### config.mk
export PLATFORM = sky130hd
export DESIGN_NAME = maze_state
export DESIGN_NICKNAME = d
export VERILOG_FILES = /design/src/rtl/maze_state.sv
export SDC_FILE = /design/constraint.sdc
export NUM_CORES = 2
export LEC_CHECK = 0
export ABC_AREA = 1
export BUFFER_PORTS_ARGS = -buffer_cell sky130_fd_sc_hd__buf_2
export CAP_MARGIN = 20
export CORE_MARGIN = 4
export CORE_UTILIZATION = 65
export CTS_CLUSTER_DIAMETER = 100
export DETAILED_ROUTE_END_ITERATION = 16
export PLACE_DENSITY = 0.82
export RECOVER_POWER = 25
export SLEW_MARGIN = 30
export SYNTH_ARGS = -nofsm -noshare
export SYNTH_HDL_FRONTEND = slang
export SYNTH_SLANG_ARGS = --single-unit
### constraint.sdc
create_clock -name clk -period 22.6 [get_ports clk]
set_input_delay 2.26 -clock clk [delete_from_list [all_inputs] [get_ports clk]]
set_output_delay 2.26 -clock clk [all_outputs]
set_load 0.02 [all_outputs]
### src/rtl/maze_state.sv
// maze_state -- tile server for a Pac-Man maze. Each frame it snapshots five characters,
// reads their neighbours from a pellet RAM, lets Pac-Man eat, and commits all results together.
`default_nettype none

module maze_state #(
  parameter int MAZE_W       = 28,
  parameter int MAZE_H       = 36,
  parameter int PELLET_TOTAL = 244,
  parameter int POWER_FRAMES = 360
) (
  input  logic        clk,
  input  logic        rst,
  input  logic        frame_tick,
  input  logic        pause,
  input  logic        level_restart,
  input  logic [11:0] pacman_tiles,
  input  logic [11:0] blinky_tiles,
  input  logic [11:0] pinky_tiles,
  input  logic [11:0] inky_tiles,
  input  logic [11:0] clyde_tiles,
  output logic [7:0]  pacman_tile_info,
  output logic [7:0]  blinky_tile_info,
  output logic [7:0]  pinky_tile_info,
  output logic [7:0]  inky_tile_info,
  output logic [7:0]  clyde_tile_info,
  output logic        pacman_pellet,
  output logic        power_pellet,
  output logic        win,
  output logic [8:0]  pellet_count,
  output logic        busy,
  output logic        overrun
);
  localparam int N  = MAZE_W * MAZE_H;
  localparam int IW = $clog2(N);
  localparam int CW = $clog2(N + 1);
  localparam int TW = $clog2(POWER_FRAMES + 1);
  localparam logic [5:0]    W6       = 6'(MAZE_W);
  localparam logic [5:0]    H6       = 6'(MAZE_H);
  localparam logic [IW-1:0] LAST_IDX = IW'(N - 1);

  // Border walls with a tunnel on the middle row, plus a grid of single-tile pillars.
  function automatic logic [N-1:0] build_walls();
    logic [N-1:0] m;
    m = '0;
    for (int y = 0; y < MAZE_H; y++)
      for (int x = 0; x < MAZE_W; x++)
        m[IW'(y * MAZE_W + x)] = (y == 0) || (y == MAZE_H - 1) ||
                                 ((x == 0 || x == MAZE_W - 1) && y != MAZE_H / 2) ||
                                 (x % 4 == 2 && y % 4 == 2);
    return m;
  endfunction

  function automatic logic [N-1:0] build_power();
    logic [N-1:0] m;
    m = '0;
    m[IW'(3 * MAZE_W + 1)]          = 1'b1;
    m[IW'(3 * MAZE_W + MAZE_W - 2)] = 1'b1;
    m[IW'(9 * MAZE_W + 1)]          = 1'b1;
    m[IW'(9 * MAZE_W + MAZE_W - 2)] = 1'b1;
    return m;
  endfunction

  localparam logic [N-1:0] WALL_MAP  = build_walls();
  localparam logic [N-1:0] POWER_MAP = build_power();

  typedef enum logic [2:0] {INIT, IDLE, SNAP, READ, EAT, COMMIT} state_t;
  state_t state, state_nx;

  logic          pellet_ram [N];
  logic          rdata;
  logic          ram_we, ram_wdata, ram_re;
  logic [IW-1:0] ram_waddr;

  logic [IW-1:0] init_idx;
  logic [CW-1:0] placed;
  logic [11:0]   ctr [5];
  logic          pause_l;
  logic [4:0]    rd_idx;
  logic          pd_valid, pd_forced;
  logic [4:0]    pd_slot;
  logic [IW-1:0] pd_idx;
  logic [1:0]    stage [20];
  logic          eat_flag, pow_flag, eat_now;
  logic [TW-1:0] timer;
  logic          restart_pend;

  logic [11:0]   q_ctr;
  logic [5:0]    qx, qy, nx, ny;
  logic          q_forced;
  logic [IW-1:0] q_idx;
  logic [1:0]    code;

  always_ff @(posedge clk) begin
    if (rst) state <= INIT;
    else     state <= state_nx;
  end

  always_comb begin
    state_nx = state;
    case (state)
      INIT:    if (init_idx == LAST_IDX) state_nx = IDLE;
      IDLE:    if (level_restart || restart_pend) state_nx = INIT;
               else if (frame_tick)               state_nx = SNAP;
      SNAP:    state_nx = READ;
      READ:    if (rd_idx == 5'd20) state_nx = EAT;
      EAT:     state_nx = COMMIT;
      COMMIT:  state_nx = IDLE;
      default: state_nx = INIT;
    endcase
  end

  // Read slot k: character k/4, direction k%4 (up, left, down, right); slot 20 is Pac-Man's own tile.
  always_comb begin
    case (rd_idx[4:2])
      3'd1:    q_ctr = ctr[1];
      3'd2:    q_ctr = ctr[2];
      3'd3:    q_ctr = ctr[3];
      3'd4:    q_ctr = ctr[4];
      default: q_ctr = ctr[0];
    endcase
    qx       = q_ctr[11:6];
    qy       = q_ctr[5:0];
    nx       = qx;
    ny       = qy;
    q_forced = (qx >= W6) || (qy >= H6);
    if (rd_idx != 5'd20) begin
      case (rd_idx[1:0])
        2'd0:    if (qy == 6'd0) q_forced = 1'b1; else ny = qy - 6'd1;
        2'd1:    nx = (qx == 6'd0) ? W6 - 6'd1 : qx - 6'd1;
        2'd2:    if (qy == H6 - 6'd1) q_forced = 1'b1; else ny = qy + 6'd1;
        default: nx = (qx == W6 - 6'd1) ? 6'd0 : qx + 6'd1;
      endcase
    end
    q_idx = IW'(12'(ny) * 12'(W6) + 12'(nx));
  end

  always_comb begin
    eat_now   = (state == EAT) && !pd_forced && rdata && !pause_l;
    ram_re    = (state == READ) && !q_forced;
    ram_we    = 1'b0;
    ram_waddr = init_idx;
    ram_wdata = 1'b0;
    if (state == INIT) begin
      ram_we    = 1'b1;
      ram_wdata = !WALL_MAP[init_idx] && (placed < CW'(PELLET_TOTAL));
    end else if (eat_now) begin
      ram_we    = 1'b1;
      ram_waddr = pd_idx;
    end
    if (pd_forced || WALL_MAP[pd_idx]) code = 2'b01;
    else if (rdata)                    code = POWER_MAP[pd_idx] ? 2'b11 : 2'b10;
    else                               code = 2'b00;
  end

  always_ff @(posedge clk) begin
    if (ram_we) pellet_ram[ram_waddr] <= ram_wdata;
    if (ram_re) rdata <= pellet_ram[q_idx];
  end

  always_ff @(posedge clk) begin
    if (rst) begin
      init_idx         <= '0;
      placed           <= '0;
      for (int i = 0; i < 5; i++) ctr[i] <= '0;
      for (int i = 0; i < 20; i++) stage[i] <= 2'b00;
      pause_l          <= 1'b0;
      rd_idx           <= '0;
      pd_valid         <= 1'b0;
      pd_forced        <= 1'b0;
      pd_slot          <= '0;
      pd_idx           <= '0;
      eat_flag         <= 1'b0;
      pow_flag         <= 1'b0;
      timer            <= '0;
      restart_pend     <= 1'b0;
      overrun          <= 1'b0;
      pellet_count     <= '0;
      pacman_pellet    <= 1'b0;
      pacman_tile_info <= '0;
      blinky_tile_info <= '0;
      pinky_tile_info  <= '0;
      inky_tile_info   <= '0;
      clyde_tile_info  <= '0;
    end else begin
      if (frame_tick && state != IDLE) overrun <= 1'b1;
      if (state == IDLE && state_nx == INIT) begin
        restart_pend  <= 1'b0;
        timer         <= '0;
        pacman_pellet <= 1'b0;
        init_idx      <= '0;
        placed        <= '0;
      end else if (level_restart && state != IDLE) begin
        restart_pend <= 1'b1;
      end
      case (state)
        INIT: begin
          init_idx <= init_idx + IW'(1);
          if (ram_wdata) placed <= placed + CW'(1);
          if (init_idx == LAST_IDX) pellet_count <= 9'(PELLET_TOTAL);
        end
        SNAP: begin
          ctr[0]   <= pacman_tiles;
          ctr[1]   <= blinky_tiles;
          ctr[2]   <= pinky_tiles;
          ctr[3]   <= inky_tiles;
          ctr[4]   <= clyde_tiles;
          pause_l  <= pause;
          rd_idx   <= '0;
          eat_flag <= 1'b0;
          pow_flag <= 1'b0;
        end
        READ: rd_idx <= rd_idx + 5'd1;
        EAT: if (eat_now) begin
          eat_flag <= 1'b1;
          pow_flag <= POWER_MAP[pd_idx];
          if (pellet_count != 9'd0) pellet_count <= pellet_count - 9'd1;
        end
        COMMIT: begin
          pacman_tile_info <= {stage[0],  stage[1],  stage[2],  stage[3]};
          blinky_tile_info <= {stage[4],  stage[5],  stage[6],  stage[7]};
          pinky_tile_info  <= {stage[8],  stage[9],  stage[10], stage[11]};
          inky_tile_info   <= {stage[12], stage[13], stage[14], stage[15]};
          clyde_tile_info  <= {stage[16], stage[17], stage[18], stage[19]};
          pacman_pellet    <= eat_flag;
          if (pow_flag)                         timer <= TW'(POWER_FRAMES);
          else if (!pause_l && timer != '0)     timer <= timer - TW'(1);
        end
        default: ;
      endcase
      // Read results trail their address by one cycle.
      pd_valid  <= (state == READ);
      pd_slot   <= rd_idx;
      pd_forced <= q_forced;
      pd_idx    <= q_idx;
      if (pd_valid && pd_slot != 5'd20) stage[pd_slot] <= code;
    end
  end

  assign busy         = (state != IDLE);
  assign win          = (pellet_count == 9'd0);
  assign power_pellet = (timer != '0);

endmodule

`default_nettype wire
==> out/summary.log <==
qor: clock_tree.htreeDepth 3
qor: drt.vias_per_cell 6.14
qor: pwr.p_leak 23.9 nW
qor: logic_synthesis.synth.net_count 6528
qor: worst_hold_path.hold_removal_path_class flip-flop to flip-flop
qor: timing.timing.final.max_slew_violations 588
qor: clock_tree.clk_latency 0.71 ns
qor: global_route.grt_max_degree 177
qor: worst_setup_path.cp_startpoint_kind flip-flop
qor: logic_synthesis.synthCells 6432
qor: floorplanning.row_count 109
qor: place.port_buffers 118
qor: drt.antenna_violating_nets_post_route 0
qor: pwr.post-layout-total-power 4.89 mW
qor: place.gp_congestion 0.874
qor: worst_setup_path.cp.required 22.97 ns
qor: drt.drt_iter0_markers 7150
qor: logic_synthesis.ys_seq_elements 1221
qor: final_layout.fin_util 71.0%
qor: logic_synthesis.yosys-top-cells-count sky130_fd_sc_hd__nor2_1 (1368), sky130_fd_sc_hd__nand2_1 (1168), sky130_fd_sc_hd__edfxtp_1 (1109), sky130_fd_sc_hd__nand3_1 (811), sky130_fd_sc_hd__inv_1 (681)
qor: timing.clock-skew-final 0.0256 ns
qor: clock_tree.hold_buffers 0
qor: logic_synthesis.yosysMostFrequentCell sky130_fd_sc_hd__nor2_1
qor: logic_synthesis.synth-async-reset-ratio 0%
qor: floorplanning.initial_core_util 65.9%
qor: global_route.via_count_of_the_first_global_routing_pass 44.0k
qor: clock_tree.tritoncts_num_sinks 1221
qor: pwr.powerDensity 77.4 nW/µm²
qor: drt.wl_per_cell 21.4 µm
qor: global_route.grt_first_pass_wirelength 247000 µm
qor: pwr.power.share.switching 25.5%
qor: global_route.grt_antenna_before_repair 1
qor: logic_synthesis.post_synth_instance_area 58700 µm²
qor: floorplanning.io_pins 119
qor: pwr.max_vdd_drop 0.0000901 V
qor: clock_tree.tritoncts_clock_tree built
qor: timing.timing.max_slew.rel_slack -243%
qor: final_layout.final-instance-count-excl-fill 7563
qor: pwr.power.share.sequential 50.0%
qor: timing.timing.setup.tns 0 ns
qor: place.dpl.cell_count 7350
qor: logic_synthesis.synth_largest_type_area_fraction 56.7%
qor: worst_setup_path.crit_type flip-flop to flip-flop
qor: timing.final.min_clock_period 9.86 ns
qor: logic_synthesis.ys_dominant_reg_cell sky130_fd_sc_hd__edfxtp_1
qor: final_layout.final_net_count 6404
qor: logic_synthesis.synthTopCellsByArea sky130_fd_sc_hd__edfxtp_1 (57%), sky130_fd_sc_hd__nor2_1 (8.7%), sky130_fd_sc_hd__nand2_1 (7.5%)
qor: run.cap_violations 7
qor: status.failed_checks max-capacitance violations, max-slew violations
qor: logic_synthesis.synth_enable_flop_cells 1109
qor: clock_tree.number_of_clock_buffers_inserted_by_tritoncts 121
qor: pwr.power.share.clock 39.0%
qor: logic_synthesis.synth-seq-area-share 60.5%
qor: timing.timing.final.crit_share 43.6%
qor: global_route.gr-usage-all-layers 33.6%
qor: drt.drt-pass1-iter-count 8
qor: drt.wirelength 162000 µm
qor: floorplanning.core-area 89100 µm²
qor: worst_setup_path.critPathCaptureType flip-flop
qor: final_layout.fraction_of_final_layout_cells_with_drive_strength_greater_than_1 5.77%
qor: timing.final_number_of_hold_violating_endpoints 0
qor: timing.grt_setup_unrepaired no
qor: drt.detailed_route_via_count 46.4k
qor: timing.worstMarginPinSlew 5.14 ns
qor: pwr.comb_power_share 11.0%
qor: floorplanning.die_width 309 µm
qor: status.outcome finished with violations
qor: clock_tree.cts-resized-gates 0
qor: timing.setup_violations 0
qor: clock_tree.cts.path.max_buffers 3
qor: logic_synthesis.yosys_warnings 0
qor: floorplanning.floorplan.die_area 95200 µm²
qor: final_layout.synthToLayoutAreaGrowth 7.76%
qor: worst_setup_path.critical_path.max_fanout 176
qor: logic_synthesis.synth_top_area_cell sky130_fd_sc_hd__edfxtp_1
qor: logic_synthesis.ys_types 53
qor: global_route.grt.overflow.total 0
qor: drt.post-route-drc-count 0
qor: pwr.internal-power 3.65 mW
qor: timing.max_freq 0.101 GHz
qor: place.detailed_place_hpwl 85600 µm
qor: clock_tree.ctsRootBufferMaster sky130_fd_sc_hd__clkbuf_16
qor: worst_setup_path.critPathArrivalTime 10.23 ns
qor: floorplanning.dieHeight 309 µm
qor: clock_tree.clkSlewWorstSetupHoldPaths 0.06 ns
qor: clock_tree.postCtsSetupRepairBufs 0
qor: pwr.netSwitchingPower 1.25 mW
qor: logic_synthesis.syn_area_per_cell 9.13 µm²
[registers in the layout, summed over array words and instances, names as in the netlist, 9 cells and up, named ones only]
register,flops
timer,9
pellet_count,9
stage,40
pellet_ram,1008
pd_idx,10
placed,10
init_idx,10
ctr,60
[cells by family after synthesis]
logic type,after synthesis,share of synthesized area (%)
buffers and inverters,1139,7.70
AND/OR/NAND/NOR,3634,26.6
flip-flops,1221,60.5
XOR/XNOR,24,0.358
multiplexers,1,0.0171
adder cells (fa/ha/maj),31,0.750
AO/OA/AOI/OAI,382,4.01
[stage by stage]
stage                     setup slack (ns)  hold slack (ns)  area, µm²
after floorplan                       8.11            0.408      58700
after global placement               14.25            0.415      59500
after CTS                            13.93            0.427      63300
after global routing                 12.08            0.442      63300
after detailed placement             14.00            0.417      59700
final                                12.74            0.427      63300
[power by group through the flow]
| stage | Sequential, mW | Clock (mW) | Combinational [mW] |
|---|---|---|---|
| after floorplan | 2.49 | 0 | 0.295 |
| after global placement | 2.49 | 0 | 0.507 |
| after detailed placement | 2.49 | 0 | 0.513 |
| after CTS | 2.45 | 1.91 | 0.516 |
| after global routing | 2.45 | 2.01 | 0.560 |
| final | 2.45 | 1.91 | 0.540 |
[routing by layer]
metal	routed length (µm)	vias to the layer above	track usage [%]
li1	-	20900	-
met1	57200	21900	43.9
met2	74000	2975	53.2
met3	21900	630	8.11
met4	8910	0	16.7
met5	0	-	0
[final timing paths]
| path | cells after the start | to | slack, ns | from |
|---|---|---|---|---|
| worst max register to register | 9 | pellet_ram[170] | 12.74 | state[1] |
| worst min-delay path | 2 | placed[9] | 0.43 | placed[9] |
| worst min register to register | 2 | placed[9] | 0.43 | placed[9] |
| worst max-delay path | 9 | pellet_ram[170] | 12.74 | state[1] |
[area by class of cell]
type	instances	area, µm²
clock buffers	162	3320
multi-input cells	4072	18800
inverters	695	2630
repair buffers	197	1120
flip-flops and latches	1221	35500
well taps	1165	1460
clock inverters	48	369
fillers	6412	25800
diodes	3	7.51
[cell usage in the layout (no fill, tap or decap), types with 5 or more instances in the layout]
cell,n
sky130_fd_sc_hd__o22ai_1,5
sky130_fd_sc_hd__bufinv_16,5
sky130_fd_sc_hd__a21oi_1,65
sky130_fd_sc_hd__clkinv_2,15
sky130_fd_sc_hd__fa_1,6
sky130_fd_sc_hd__inv_2,7
sky130_fd_sc_hd__o211ai_1,124
sky130_fd_sc_hd__a31oi_1,11
sky130_fd_sc_hd__buf_2,67
sky130_fd_sc_hd__o21ai_1,30
sky130_fd_sc_hd__nand3b_1,206
sky130_fd_sc_hd__nand3_1,810
sky130_fd_sc_hd__clkbuf_16,123
sky130_fd_sc_hd__nor2_1,1365
sky130_fd_sc_hd__xor2_1,17
sky130_fd_sc_hd__edfxtp_1,1109
sky130_fd_sc_hd__o21ai_0,114
sky130_fd_sc_hd__nor4_1,6
sky130_fd_sc_hd__xnor2_1,6
sky130_fd_sc_hd__nor3_1,32
sky130_fd_sc_hd__clkbuf_1,86
sky130_fd_sc_hd__nand4_1,19
sky130_fd_sc_hd__clkbuf_8,9
sky130_fd_sc_hd__nand2_1,1138
sky130_fd_sc_hd__dfxtp_1,112
sky130_fd_sc_hd__nand2_2,31
sky130_fd_sc_hd__nor2_2,5
sky130_fd_sc_hd__buf_4,66
sky130_fd_sc_hd__ha_1,23
sky130_fd_sc_hd__inv_1,678
sky130_fd_sc_hd__a211oi_1,6
sky130_fd_sc_hd__clkinv_1,26
sky130_fd_sc_hd__buf_6,6
[worst max-delay path, cell delays in order (launching register included)]
cell	delay, ns
sky130_fd_sc_hd__dfxtp_1	0.36
sky130_fd_sc_hd__nor3_1	0.19
sky130_fd_sc_hd__clkbuf_1	0.41
sky130_fd_sc_hd__inv_1	0.22
sky130_fd_sc_hd__nor4_1	0.28
sky130_fd_sc_hd__nand2_1	0.21
sky130_fd_sc_hd__clkinvlp_2	2.98
sky130_fd_sc_hd__clkbuf_1	2.90
sky130_fd_sc_hd__buf_6	0.89
sky130_fd_sc_hd__buf_4	0.78
Note: power is estimated with default switching activity, not from simulation.
